**src/rtl/isa_enc_pkg.sv**
```systemverilog
// rtl/isa_enc_pkg.sv - RV32I op enumeration, opcode/funct constants and format packers
package isa_enc_pkg;

  typedef enum logic [5:0] {
    OP_ADD   = 6'd0,  OP_SUB   = 6'd1,  OP_SLL   = 6'd2,  OP_SLT   = 6'd3,
    OP_SLTU  = 6'd4,  OP_XOR   = 6'd5,  OP_SRL   = 6'd6,  OP_SRA   = 6'd7,
    OP_OR    = 6'd8,  OP_AND   = 6'd9,
    OP_ADDI  = 6'd10, OP_SLTI  = 6'd11, OP_SLTIU = 6'd12, OP_XORI  = 6'd13,
    OP_ORI   = 6'd14, OP_ANDI  = 6'd15, OP_SLLI  = 6'd16, OP_SRLI  = 6'd17,
    OP_SRAI  = 6'd18,
    OP_LB    = 6'd19, OP_LH    = 6'd20, OP_LW    = 6'd21, OP_LBU   = 6'd22,
    OP_LHU   = 6'd23,
    OP_SB    = 6'd24, OP_SH    = 6'd25, OP_SW    = 6'd26,
    OP_BEQ   = 6'd27, OP_BNE   = 6'd28, OP_BLT   = 6'd29, OP_BGE   = 6'd30,
    OP_BLTU  = 6'd31, OP_BGEU  = 6'd32,
    OP_JAL   = 6'd33, OP_JALR  = 6'd34, OP_LUI   = 6'd35, OP_AUIPC = 6'd36,
    OP_LI    = 6'd37
  } op_e;

  typedef enum logic {
    S_IDLE = 1'b0,
    S_LI2  = 1'b1
  } state_e;

  localparam logic [6:0] OPC_OP     = 7'b0110011;
  localparam logic [6:0] OPC_LOAD   = 7'b0000011;
  localparam logic [6:0] OPC_OP_IMM = 7'b0010011;
  localparam logic [6:0] OPC_JALR   = 7'b1100111;
  localparam logic [6:0] OPC_STORE  = 7'b0100011;
  localparam logic [6:0] OPC_BRANCH = 7'b1100011;
  localparam logic [6:0] OPC_LUI    = 7'b0110111;
  localparam logic [6:0] OPC_AUIPC  = 7'b0010111;
  localparam logic [6:0] OPC_JAL    = 7'b1101111;

  localparam logic [2:0] F3_ADD_SUB = 3'b000;
  localparam logic [2:0] F3_SLL     = 3'b001;
  localparam logic [2:0] F3_SLT     = 3'b010;
  localparam logic [2:0] F3_SLTU    = 3'b011;
  localparam logic [2:0] F3_XOR     = 3'b100;
  localparam logic [2:0] F3_SRL_SRA = 3'b101;
  localparam logic [2:0] F3_OR      = 3'b110;
  localparam logic [2:0] F3_AND     = 3'b111;

  localparam logic [2:0] F3_B  = 3'b000;
  localparam logic [2:0] F3_H  = 3'b001;
  localparam logic [2:0] F3_W  = 3'b010;
  localparam logic [2:0] F3_BU = 3'b100;
  localparam logic [2:0] F3_HU = 3'b101;

  localparam logic [2:0] F3_BEQ  = 3'b000;
  localparam logic [2:0] F3_BNE  = 3'b001;
  localparam logic [2:0] F3_BLT  = 3'b100;
  localparam logic [2:0] F3_BGE  = 3'b101;
  localparam logic [2:0] F3_BLTU = 3'b110;
  localparam logic [2:0] F3_BGEU = 3'b111;

  localparam logic [6:0] F7_BASE = 7'b0000000;
  localparam logic [6:0] F7_ALT  = 7'b0100000;

  // All-zero word decodes as illegal in the core, so it doubles as the error word.
  localparam logic [31:0] NOP_WORD = 32'h0000_0000;

  function automatic logic [31:0] enc_r(logic [6:0] f7, logic [4:0] rs2, logic [4:0] rs1,
                                        logic [2:0] f3, logic [4:0] rd, logic [6:0] opc);
    return {f7, rs2, rs1, f3, rd, opc};
  endfunction

  function automatic logic [31:0] enc_i(logic [11:0] imm, logic [4:0] rs1, logic [2:0] f3,
                                        logic [4:0] rd, logic [6:0] opc);
    return {imm, rs1, f3, rd, opc};
  endfunction

  function automatic logic [31:0] enc_s(logic [11:0] imm, logic [4:0] rs2, logic [4:0] rs1,
                                        logic [2:0] f3);
    return {imm[11:5], rs2, rs1, f3, imm[4:0], OPC_STORE};
  endfunction

  // Branch offsets are always even, so bit 0 is never passed in.
  function automatic logic [31:0] enc_b(logic [12:1] imm, logic [4:0] rs2, logic [4:0] rs1,
                                        logic [2:0] f3);
    return {imm[12], imm[10:5], rs2, rs1, f3, imm[4:1], imm[11], OPC_BRANCH};
  endfunction

  function automatic logic [31:0] enc_j(logic [20:1] imm, logic [4:0] rd);
    return {imm[20], imm[10:1], imm[11], imm[19:12], rd, OPC_JAL};
  endfunction

  function automatic logic [31:0] enc_u(logic [31:12] imm, logic [4:0] rd, logic [6:0] opc);
    return {imm, rd, opc};
  endfunction

endpackage

```
**src/rtl/rv32i_encode_comb.sv**
```systemverilog
// rtl/rv32i_encode_comb.sv - combinational RV32I word encoder with range checks and LI split
module rv32i_encode_comb
  import isa_enc_pkg::*;
(
  input  logic [5:0]  i_op,
  input  logic [4:0]  i_rd,
  input  logic [4:0]  i_rs1,
  input  logic [4:0]  i_rs2,
  input  logic [31:0] i_imm,
  output logic [31:0] o_word,
  output logic        o_err,
  output logic        o_is_li2,
  output logic [31:0] o_word2
);

  op_e         op;
  logic        fits12;
  logic        fits_sh;
  logic        fits_br;
  logic        fits_jal;
  logic        low12_zero;
  logic [19:0] li_hi;

  assign op = op_e'(i_op);

  // Range checks: a value fits N signed bits when all bits above N-1 equal the sign bit.
  always_comb begin
    fits12     = (i_imm[31:11] == '0) || (i_imm[31:11] == '1);
    fits_sh    = (i_imm[31:5] == '0);
    fits_br    = ((i_imm[31:12] == '0) || (i_imm[31:12] == '1)) && !i_imm[0];
    fits_jal   = ((i_imm[31:20] == '0) || (i_imm[31:20] == '1)) && !i_imm[0];
    low12_zero = (i_imm[11:0] == 12'h000);
    // Adding 0x800 before the shift carries into bit 12 exactly when imm[11] is set,
    // and the low part left over is just imm[11:0] reinterpreted as signed.
    li_hi      = i_imm[31:12] + {19'd0, i_imm[11]};
  end

  // Per-op format selection; any failed check forces the error word.
  always_comb begin
    o_word   = NOP_WORD;
    o_err    = 1'b0;
    o_is_li2 = 1'b0;
    o_word2  = NOP_WORD;
    case (op)
      OP_ADD:   o_word = enc_r(F7_BASE, i_rs2, i_rs1, F3_ADD_SUB, i_rd, OPC_OP);
      OP_SUB:   o_word = enc_r(F7_ALT,  i_rs2, i_rs1, F3_ADD_SUB, i_rd, OPC_OP);
      OP_SLL:   o_word = enc_r(F7_BASE, i_rs2, i_rs1, F3_SLL,     i_rd, OPC_OP);
      OP_SLT:   o_word = enc_r(F7_BASE, i_rs2, i_rs1, F3_SLT,     i_rd, OPC_OP);
      OP_SLTU:  o_word = enc_r(F7_BASE, i_rs2, i_rs1, F3_SLTU,    i_rd, OPC_OP);
      OP_XOR:   o_word = enc_r(F7_BASE, i_rs2, i_rs1, F3_XOR,     i_rd, OPC_OP);
      OP_SRL:   o_word = enc_r(F7_BASE, i_rs2, i_rs1, F3_SRL_SRA, i_rd, OPC_OP);
      OP_SRA:   o_word = enc_r(F7_ALT,  i_rs2, i_rs1, F3_SRL_SRA, i_rd, OPC_OP);
      OP_OR:    o_word = enc_r(F7_BASE, i_rs2, i_rs1, F3_OR,      i_rd, OPC_OP);
      OP_AND:   o_word = enc_r(F7_BASE, i_rs2, i_rs1, F3_AND,     i_rd, OPC_OP);
      OP_ADDI:  begin o_word = enc_i(i_imm[11:0], i_rs1, F3_ADD_SUB, i_rd, OPC_OP_IMM); o_err = !fits12; end
      OP_SLTI:  begin o_word = enc_i(i_imm[11:0], i_rs1, F3_SLT,     i_rd, OPC_OP_IMM); o_err = !fits12; end
      OP_SLTIU: begin o_word = enc_i(i_imm[11:0], i_rs1, F3_SLTU,    i_rd, OPC_OP_IMM); o_err = !fits12; end
      OP_XORI:  begin o_word = enc_i(i_imm[11:0], i_rs1, F3_XOR,     i_rd, OPC_OP_IMM); o_err = !fits12; end
      OP_ORI:   begin o_word = enc_i(i_imm[11:0], i_rs1, F3_OR,      i_rd, OPC_OP_IMM); o_err = !fits12; end
      OP_ANDI:  begin o_word = enc_i(i_imm[11:0], i_rs1, F3_AND,     i_rd, OPC_OP_IMM); o_err = !fits12; end
      OP_SLLI:  begin o_word = enc_r(F7_BASE, i_imm[4:0], i_rs1, F3_SLL,     i_rd, OPC_OP_IMM); o_err = !fits_sh; end
      OP_SRLI:  begin o_word = enc_r(F7_BASE, i_imm[4:0], i_rs1, F3_SRL_SRA, i_rd, OPC_OP_IMM); o_err = !fits_sh; end
      OP_SRAI:  begin o_word = enc_r(F7_ALT,  i_imm[4:0], i_rs1, F3_SRL_SRA, i_rd, OPC_OP_IMM); o_err = !fits_sh; end
      OP_LB:    begin o_word = enc_i(i_imm[11:0], i_rs1, F3_B,  i_rd, OPC_LOAD); o_err = !fits12; end
      OP_LH:    begin o_word = enc_i(i_imm[11:0], i_rs1, F3_H,  i_rd, OPC_LOAD); o_err = !fits12; end
      OP_LW:    begin o_word = enc_i(i_imm[11:0], i_rs1, F3_W,  i_rd, OPC_LOAD); o_err = !fits12; end
      OP_LBU:   begin o_word = enc_i(i_imm[11:0], i_rs1, F3_BU, i_rd, OPC_LOAD); o_err = !fits12; end
      OP_LHU:   begin o_word = enc_i(i_imm[11:0], i_rs1, F3_HU, i_rd, OPC_LOAD); o_err = !fits12; end
      OP_SB:    begin o_word = enc_s(i_imm[11:0], i_rs2, i_rs1, F3_B); o_err = !fits12; end
      OP_SH:    begin o_word = enc_s(i_imm[11:0], i_rs2, i_rs1, F3_H); o_err = !fits12; end
      OP_SW:    begin o_word = enc_s(i_imm[11:0], i_rs2, i_rs1, F3_W); o_err = !fits12; end
      OP_BEQ:   begin o_word = enc_b(i_imm[12:1], i_rs2, i_rs1, F3_BEQ);  o_err = !fits_br; end
      OP_BNE:   begin o_word = enc_b(i_imm[12:1], i_rs2, i_rs1, F3_BNE);  o_err = !fits_br; end
      OP_BLT:   begin o_word = enc_b(i_imm[12:1], i_rs2, i_rs1, F3_BLT);  o_err = !fits_br; end
      OP_BGE:   begin o_word = enc_b(i_imm[12:1], i_rs2, i_rs1, F3_BGE);  o_err = !fits_br; end
      OP_BLTU:  begin o_word = enc_b(i_imm[12:1], i_rs2, i_rs1, F3_BLTU); o_err = !fits_br; end
      OP_BGEU:  begin o_word = enc_b(i_imm[12:1], i_rs2, i_rs1, F3_BGEU); o_err = !fits_br; end
      OP_JAL:   begin o_word = enc_j(i_imm[20:1], i_rd); o_err = !fits_jal; end
      OP_JALR:  begin o_word = enc_i(i_imm[11:0], i_rs1, 3'b000, i_rd, OPC_JALR); o_err = !fits12; end
      OP_LUI:   begin o_word = enc_u(i_imm[31:12], i_rd, OPC_LUI);   o_err = !low12_zero; end
      OP_AUIPC: begin o_word = enc_u(i_imm[31:12], i_rd, OPC_AUIPC); o_err = !low12_zero; end
      OP_LI: begin
        if (fits12) begin
          o_word = enc_i(i_imm[11:0], 5'd0, F3_ADD_SUB, i_rd, OPC_OP_IMM);
        end else begin
          o_word   = enc_u(li_hi, i_rd, OPC_LUI);
          o_is_li2 = !low12_zero;
          o_word2  = enc_i(i_imm[11:0], i_rd, F3_ADD_SUB, i_rd, OPC_OP_IMM);
        end
      end
      default: o_err = 1'b1;
    endcase
    if (o_err) begin
      o_word = NOP_WORD;
    end
  end

endmodule

```
**src/rtl/instr_encoder.sv**
```systemverilog
// rtl/instr_encoder.sv - streaming RV32I encoder: handshake, LI expansion FSM and output register
module instr_encoder
  import isa_enc_pkg::*;
(
  input  logic        i_clk,
  input  logic        i_rst,
  input  logic        i_in_valid,
  output logic        o_in_ready,
  input  logic [5:0]  i_op,
  input  logic [4:0]  i_rd,
  input  logic [4:0]  i_rs1,
  input  logic [4:0]  i_rs2,
  input  logic [31:0] i_imm,
  output logic        o_out_valid,
  input  logic        i_out_ready,
  output logic [31:0] o_instr,
  output logic        o_err
);

  state_e      state_q, state_d;
  logic        out_valid_q, out_valid_d;
  logic [31:0] instr_q, instr_d;
  logic        err_q, err_d;
  logic [31:0] pend_q, pend_d;

  logic [31:0] enc_word;
  logic        enc_err;
  logic        enc_is_li2;
  logic [31:0] enc_word2;
  logic        accept;
  logic        consume;

  rv32i_encode_comb u_encode (
    .i_op     (i_op),
    .i_rd     (i_rd),
    .i_rs1    (i_rs1),
    .i_rs2    (i_rs2),
    .i_imm    (i_imm),
    .o_word   (enc_word),
    .o_err    (enc_err),
    .o_is_li2 (enc_is_li2),
    .o_word2  (enc_word2)
  );

  assign accept  = i_in_valid && o_in_ready;
  assign consume = out_valid_q && i_out_ready;

  // FSM state register.
  always_ff @(posedge i_clk) begin
    if (i_rst) begin
      state_q <= S_IDLE;
    end else begin
      state_q <= state_d;
    end
  end

  // FSM next state: stay in S_LI2 until the LUI beat has been taken downstream.
  always_comb begin
    state_d = state_q;
    case (state_q)
      S_IDLE:  if (accept && enc_is_li2) state_d = S_LI2;
      S_LI2:   if (consume) state_d = S_IDLE;
      default: state_d = S_IDLE;
    endcase
  end

  // FSM outputs: accept a new op only when idle and the output slot frees this cycle.
  always_comb begin
    o_in_ready = !i_rst && (state_q == S_IDLE) && (!out_valid_q || i_out_ready);
  end

  // Output register and pending-beat update.
  always_comb begin
    out_valid_d = out_valid_q;
    instr_d     = instr_q;
    err_d       = err_q;
    pend_d      = pend_q;
    if (state_q == S_LI2) begin
      if (consume) begin
        instr_d     = pend_q;
        err_d       = 1'b0;
        out_valid_d = 1'b1;
        pend_d      = NOP_WORD;
      end
    end else if (accept) begin
      instr_d     = enc_word;
      err_d       = enc_err;
      out_valid_d = 1'b1;
      if (enc_is_li2) begin
        pend_d = enc_word2;
      end
    end else if (consume) begin
      out_valid_d = 1'b0;
    end
  end

  // Datapath registers; reset also drops any pending LI beat.
  always_ff @(posedge i_clk) begin
    if (i_rst) begin
      out_valid_q <= 1'b0;
      instr_q     <= NOP_WORD;
      err_q       <= 1'b0;
      pend_q      <= NOP_WORD;
    end else begin
      out_valid_q <= out_valid_d;
      instr_q     <= instr_d;
      err_q       <= err_d;
      pend_q      <= pend_d;
    end
  end

  assign o_out_valid = out_valid_q;
  assign o_instr     = instr_q;
  assign o_err       = err_q;

endmodule

```
**config.mk**
```make
export PLATFORM = sky130hd
export DESIGN_NAME = instr_encoder
export DESIGN_NICKNAME = d
export VERILOG_FILES = /design/src/rtl/isa_enc_pkg.sv /design/src/rtl/rv32i_encode_comb.sv /design/src/rtl/instr_encoder.sv
export SDC_FILE = /design/constraint.sdc
export NUM_CORES = 1
export LEC_CHECK = 0
export ABC_AREA = 1
export CAP_MARGIN = 20
export CORE_MARGIN = 5
export CORE_UTILIZATION = 53
export DETAILED_ROUTE_END_ITERATION = 6
export PLACE_DENSITY_LB_ADDON = 0.25
export SLEW_MARGIN = 5
export SYNTH_ARGS = -nofsm -noshare
export SYNTH_HDL_FRONTEND = slang
export SYNTH_SLANG_ARGS = --single-unit
```
**constraint.sdc**
```tcl
create_clock -name i_clk -period 2.5 [get_ports i_clk]
set_input_delay 0.5 -clock i_clk [delete_from_list [all_inputs] [get_ports i_clk]]
set_output_delay 0.5 -clock i_clk [all_outputs]
set_load 0.01 [all_outputs]
```
Yosys cells after proc, flatten, opt, wreduce, memory -nomap -nowiden
Index checks and enable logic that the tools add are counted.

Flip-flop bits (word level): 67. Output and inout bits: 35. Word-level logic and storage cells: 108.

Add/sub/neg operators: 1. Equal/unequal tests: 41. Mux-type cells: 24. Bitwise operators: 1. Reduce and logical (&&, ||, !) cells: 36.

Operators with widths (number): case mux 32 bit (38 select lines) (1); 2-to-1 mux 32 bit (11); == test 6 x 5 -> 1 bit, second input constant (16); == test 6 x 4 -> 1 bit, second input constant (8); == test 6 bit, second input constant (6); zero test 27 bit (1); == test 6 x 3 -> 1 bit, second input constant (4); zero test 12 bit (2); == test 21 bit, second input constant (1); zero test 21 bit (1); adder 20 x 1 -> 20 bit (1); == test 20 bit, second input constant (1); zero test 20 bit (1); OR reduction 15 bit (1); == test 12 bit, second input constant (1); == test 6 x 2 -> 1 bit, second input constant (2); OR reduction 11 bit (1); 2-to-1 mux 1 bit (10); zero test 1 bit (8); logical AND 1 bit (7); == test 6 x 1 -> 1 bit, second input constant (1); zero test 6 bit (1); case mux 1 bit (6 select lines) (1); nonzero test 2 bit (3); other kinds (9) (13).

Longest topological paths before layout
Gate-level depths: netlist of run 1.

Depth in word-level cells: 8. Depth in mapped cells: 16. Depth with buffers taken out: 15.

By module
A second synthesis of run 1 with hierarchy kept.

Cell total of the unflattened synthesis: 851. Area total of the unflattened synthesis: 5287.6 µm².

By module, submodules not included: instr_encoder (instances 1, cells an instance 340, area each 2870.3 µm²); rv32i_encode_comb (instances 1, cells an instance 511, area each 2417.3 µm²).

Least setup slack after synthesis of run 1
OpenSTA, ideal clock, no wires.

Path type: input port to flip-flop. Start: input i_out_ready. End: register instr_q[25] (netlist: o_instr[25]). Data arrival time: 1.925 ns. Slack: 0.454 ns. Cell stages on the path: 8. Buffers on the path: 1. Cell sequence: nor2_1 -> nor3_1 -> nand2_1 -> nand2_1 -> clkinv_1 -> clkbuf_1 -> a21oi_1 -> a21oi_2.

Cells in the longest elaborated chain, start to end: 5.

Ends and longest elaborated chain: start, declared (RTL line instr_encoder.sv:15) `input logic i_out_ready,`; logical OR 1 bit (RTL line instr_encoder.sv:69) `o_in_ready = !i_rst && (state_q == S_IDLE) && (!out_valid_q || i_out_ready);`; logical AND 1 bit (RTL line instr_encoder.sv:69); net o_in_ready (RTL line instr_encoder.sv:8) `output logic o_in_ready,`; logical AND 1 bit (RTL line instr_encoder.sv:45) `assign accept = i_in_valid && o_in_ready;`; nonzero test 2 bit (no source line); AND reduction 2 bit (no source line); end signal, assigned (RTL line instr_encoder.sv:106) `instr_q <= instr_d;`; end, declared (RTL line instr_encoder.sv:22) `logic [31:0] instr_q, instr_d;`.

The timed path passes the listed nets, and every way through them passes these cells. A chain may end at the register's enable or synchronous reset.

Worst setup path after layout of run 1
Start: input i_imm[11]. End: register instr_q[21] (netlist: o_instr[21]).

Cells in the longest elaborated chain, start to end: 7.

Ends and longest elaborated chain: start, declared (RTL line instr_encoder.sv:13) `input logic [31:0] i_imm,`; parallel branches: the longest is 4 deep, another holds adder 20 x 1 -> 20 bit; 2-to-1 mux 32 bit (*) (RTL line rv32i_encode_comb.sv:93) `if (o_err) begin`; 2-to-1 mux 32 bit (*) (RTL line instr_encoder.sv:85) `end else if (accept) begin`; 2-to-1 mux 32 bit (*) (RTL line instr_encoder.sv:78) `if (state_q == S_LI2) begin`.

Mark *: on every way between the ends. The select of a mux whose other input is x is not followed.

==> flow_summary.ini, run 1 <==
[die]
die_h_microns = 103
core_sq_um = 8590
num_rows = 34
start_util_pct = 53.7
dieArea_sq_um = 10700
chipWidth_microns = 103
io_pins = 92

[flow_run]
cap_violations = 0

[grt]
grt_pass1_wl_microns = 30600
antenna_found_initial = 0
grt_max_degree = 31
overflow = 0
grt_pass1_vias = 6442
gr-usage-all-layers_pct = 36.0

[routing]
drt-pass1-iter-count = 5
wl_microns = 20000
vias = 6658
routedWlPerCell_microns = 17.5
postRouteAntennaNets = 0
route.detailed.drc = 0
vias_per_cell = 5.81
drt-initial-drc-count = 550

[setup_path]
worstSetupStartpointType = primary input
reg2reg_from = o_out_valid
arrival_ns = 2.77
rrSetupSlack_ns = 0.49
path_class = in2reg
cp-end-kind = flip-flop
rr_endpoint = o_instr[21]
reg2regPathDepth = 9
cp_max_fo = 9
crit_required_ns = 2.72

[timing]
setup_ws_ns = -0.0537
hold_viol = 0
skew_ns = 0.00703
slew_violations = 0
worst_slew_pin_slew_ns = 0.670
max_clock_freq_mhz = 392
period_needed_ns = 2.55
max_slew_margin_pct = 55.3
finalSetupViolations = 1
fin_crit_sh_pct = 102
tns_ns = -0.0537

[clocking]
cts_root_buffer = clkbuf_8
cts_hold_buf = 0
cts.sinks = 52
htreeDepth = 2
clkTransAtPathRegs_ns = 0.10
cts_tree = done
clockBufferDepth = 2
cts_inserted_buffers = 5
clkLatencyLatePin_ns = 0.31

[outcome]
status = finished with violations
failed_checks = negative setup slack

[power]
p_leak_nw = 3.35
power.density_nw_per_um2 = 346
power_mw = 2.45
ir_drop_mv = 0.396

[worst_hold_path]
min_from = pend_q[28]
hold_path_end = pend_q[28]
hold_depth = 2
hp-class = reg2reg

[placement]
place_congestion = 1.07
place_inst = 1136
io_buffer_count = 91
post-place-ws_ns = -0.380
dpl_cell_area_sq_um = 6850
hpwl_microns = 15400

[synth]
synth_area_per_cell_sq_um = 5.84
ys_ff_latch = 52
synth.distinct_cells = 44
netlist_instances = 790
syn-num-nets = 850
yosysSeqAreaShare_pct = 22.6
synth_area_sq_um = 4610
yosys_warnings = 0

[final_layout]
final-instance-count-excl-fill = 1146
final_cell_area_sq_um = 7100
layout_commonest_cell = nand2_1
n_antenna_cell = 0
mostFrequentLayoutCells = 204 x nand2_1, 172 x buf_4, 96 x nor2_1
nNetsFinal = 1098
area_growth_pct = 53.9
drive_above_1_share_pct = 26.3
fillCellCount = 576
==> worst max path at each step <==
| stage | from | slack, ns | to |
|---|---|---|---|
| 5_1_grt | i_imm[11] | -0.18 | o_instr[21] |
| 2_1_floorplan | i_out_ready | 0.45 | o_instr[25] |
| 4_1_cts | i_imm[20] | 0.003 | o_instr[24] |
| 6_report | i_imm[11] | -0.05 | o_instr[21] |
| 3_5_place_dp | i_op[1] | -0.38 | o_instr[20] |
| 3_3_place_gp | i_op[1] | -0.34 | o_instr[20] |
==> synth_stat cells, drive strengths merged <==
cell type	instances	area, sq um
inv	80	305
a22oi	2	15.0
a31o	1	8.76
nand3	71	385
a21boi	1	7.51
o2bb2ai	1	8.76
o22ai	4	25.0
o21a	2	15.0
or2	1	6.26
nand3b	2	15.0
nor3b	2	15.0
nor3	11	60.1
nand2	229	925
clkinv	1	3.75
ha	3	37.5
a211oi	1	7.51
dfxtp	52	1040
a21oi	96	522
o211ai	3	22.5
o21ai	54	270
clkbuf	16	60.1
buf	12	101
nor2	116	518
nand4	11	83.8
o31ai	1	7.51
o2111ai	1	8.76
nor4	1	6.26
xnor2	1	8.76
o221ai	3	26.3
xor2	11	96.3
==> registers in the layout, indices dropped and copies added, names as in the netlist <==
register,cells
pend_q,18
o_err,1
state_q,1
o_instr,31
o_out_valid,1
==> layer usage <==
metal / GRT usage (%) / share of wire (%) / vias to the layer above / wire length [microns]
met5: 0 / 0 / - / 0
met4: 18.0 / 6.1 / 0 / 1210
met3: 5.23 / 9.8 / 107 / 1970
met2: 61.1 / 47 / 493 / 9390
met1: 44.3 / 37 / 2979 / 7450
li1: - / - / 3079 / -
==> cell families after synthesis <==
| logic type | Yosys count | share of synthesized area [%] |
|---|---|---|
| AOI/OAI and AO/OA | 170 | 20.5 |
| xor gates and xnor gates | 12 | 2.28 |
| adders and majority gates | 3 | 0.814 |
| buffers and inverters | 109 | 10.2 |
| DFF | 52 | 22.6 |
| and+or+nand+nor | 444 | 43.7 |
==> cell type report <==
class,instances,area [sq um],share of cell area (%)
Clock buffer,5,68.8,0.969
Inverter,81,312,4.39
Sequential cell,52,1040,14.7
Multi-Input combinational cell,629,3180,44.7
Tap cell,108,135,1.90
Timing Repair Buffer,269,2310,32.5
Clock inverter,2,60.1,0.846
==> what timing repair did <==
action,4_1_cts,5_1_grt
endpoints found under the setup margin,16,49
pin swaps,2,3
resized for setup,5,29
setup buffers,1,2
==> worst max-delay path, cell delays in order <==
cell and delay (ns):
clkdlybuf4s50_1 0.49, ha_2 0.18, nand2_1 0.08, nor2_2 0.15
inv_1 0.08, nor2_2 0.14, nand3_1 0.10, nand2_1 0.11
inv_1 0.09, nand2_2 0.10, nand4_4 0.18, clkinv_4 0.14
buf_12 0.14, nand2_1 0.07, a21oi_1 0.21
==> metrics by stage <==
step	util (%)	hold WS (ns)
after floorplan	-	0.440
after global placement	79.7	0.449
after detailed placement	79.7	0.460
after CTS	81.4	0.472
after global routing	82.6	0.500
final	82.6	0.476
==> power breakdown <==
| part | switching, mW | leakage, nW | internal [mW] |
|---|---|---|---|
| sequential | 0.0174 | 0.423 | 0.857 |
| clock | 0.285 | 0.0642 | 0.394 |
| combinational | 0.485 | 2.86 | 0.415 |
Note: power is estimated with default switching activity, not from simulation.
==> run 2: changes to the inputs <==
ABC_CLOCK_PERIOD_IN_PS = 2500   (was not set)
==> results of run 2 <==
No change in the layout: final DEF, timing and power equal those of run 1.
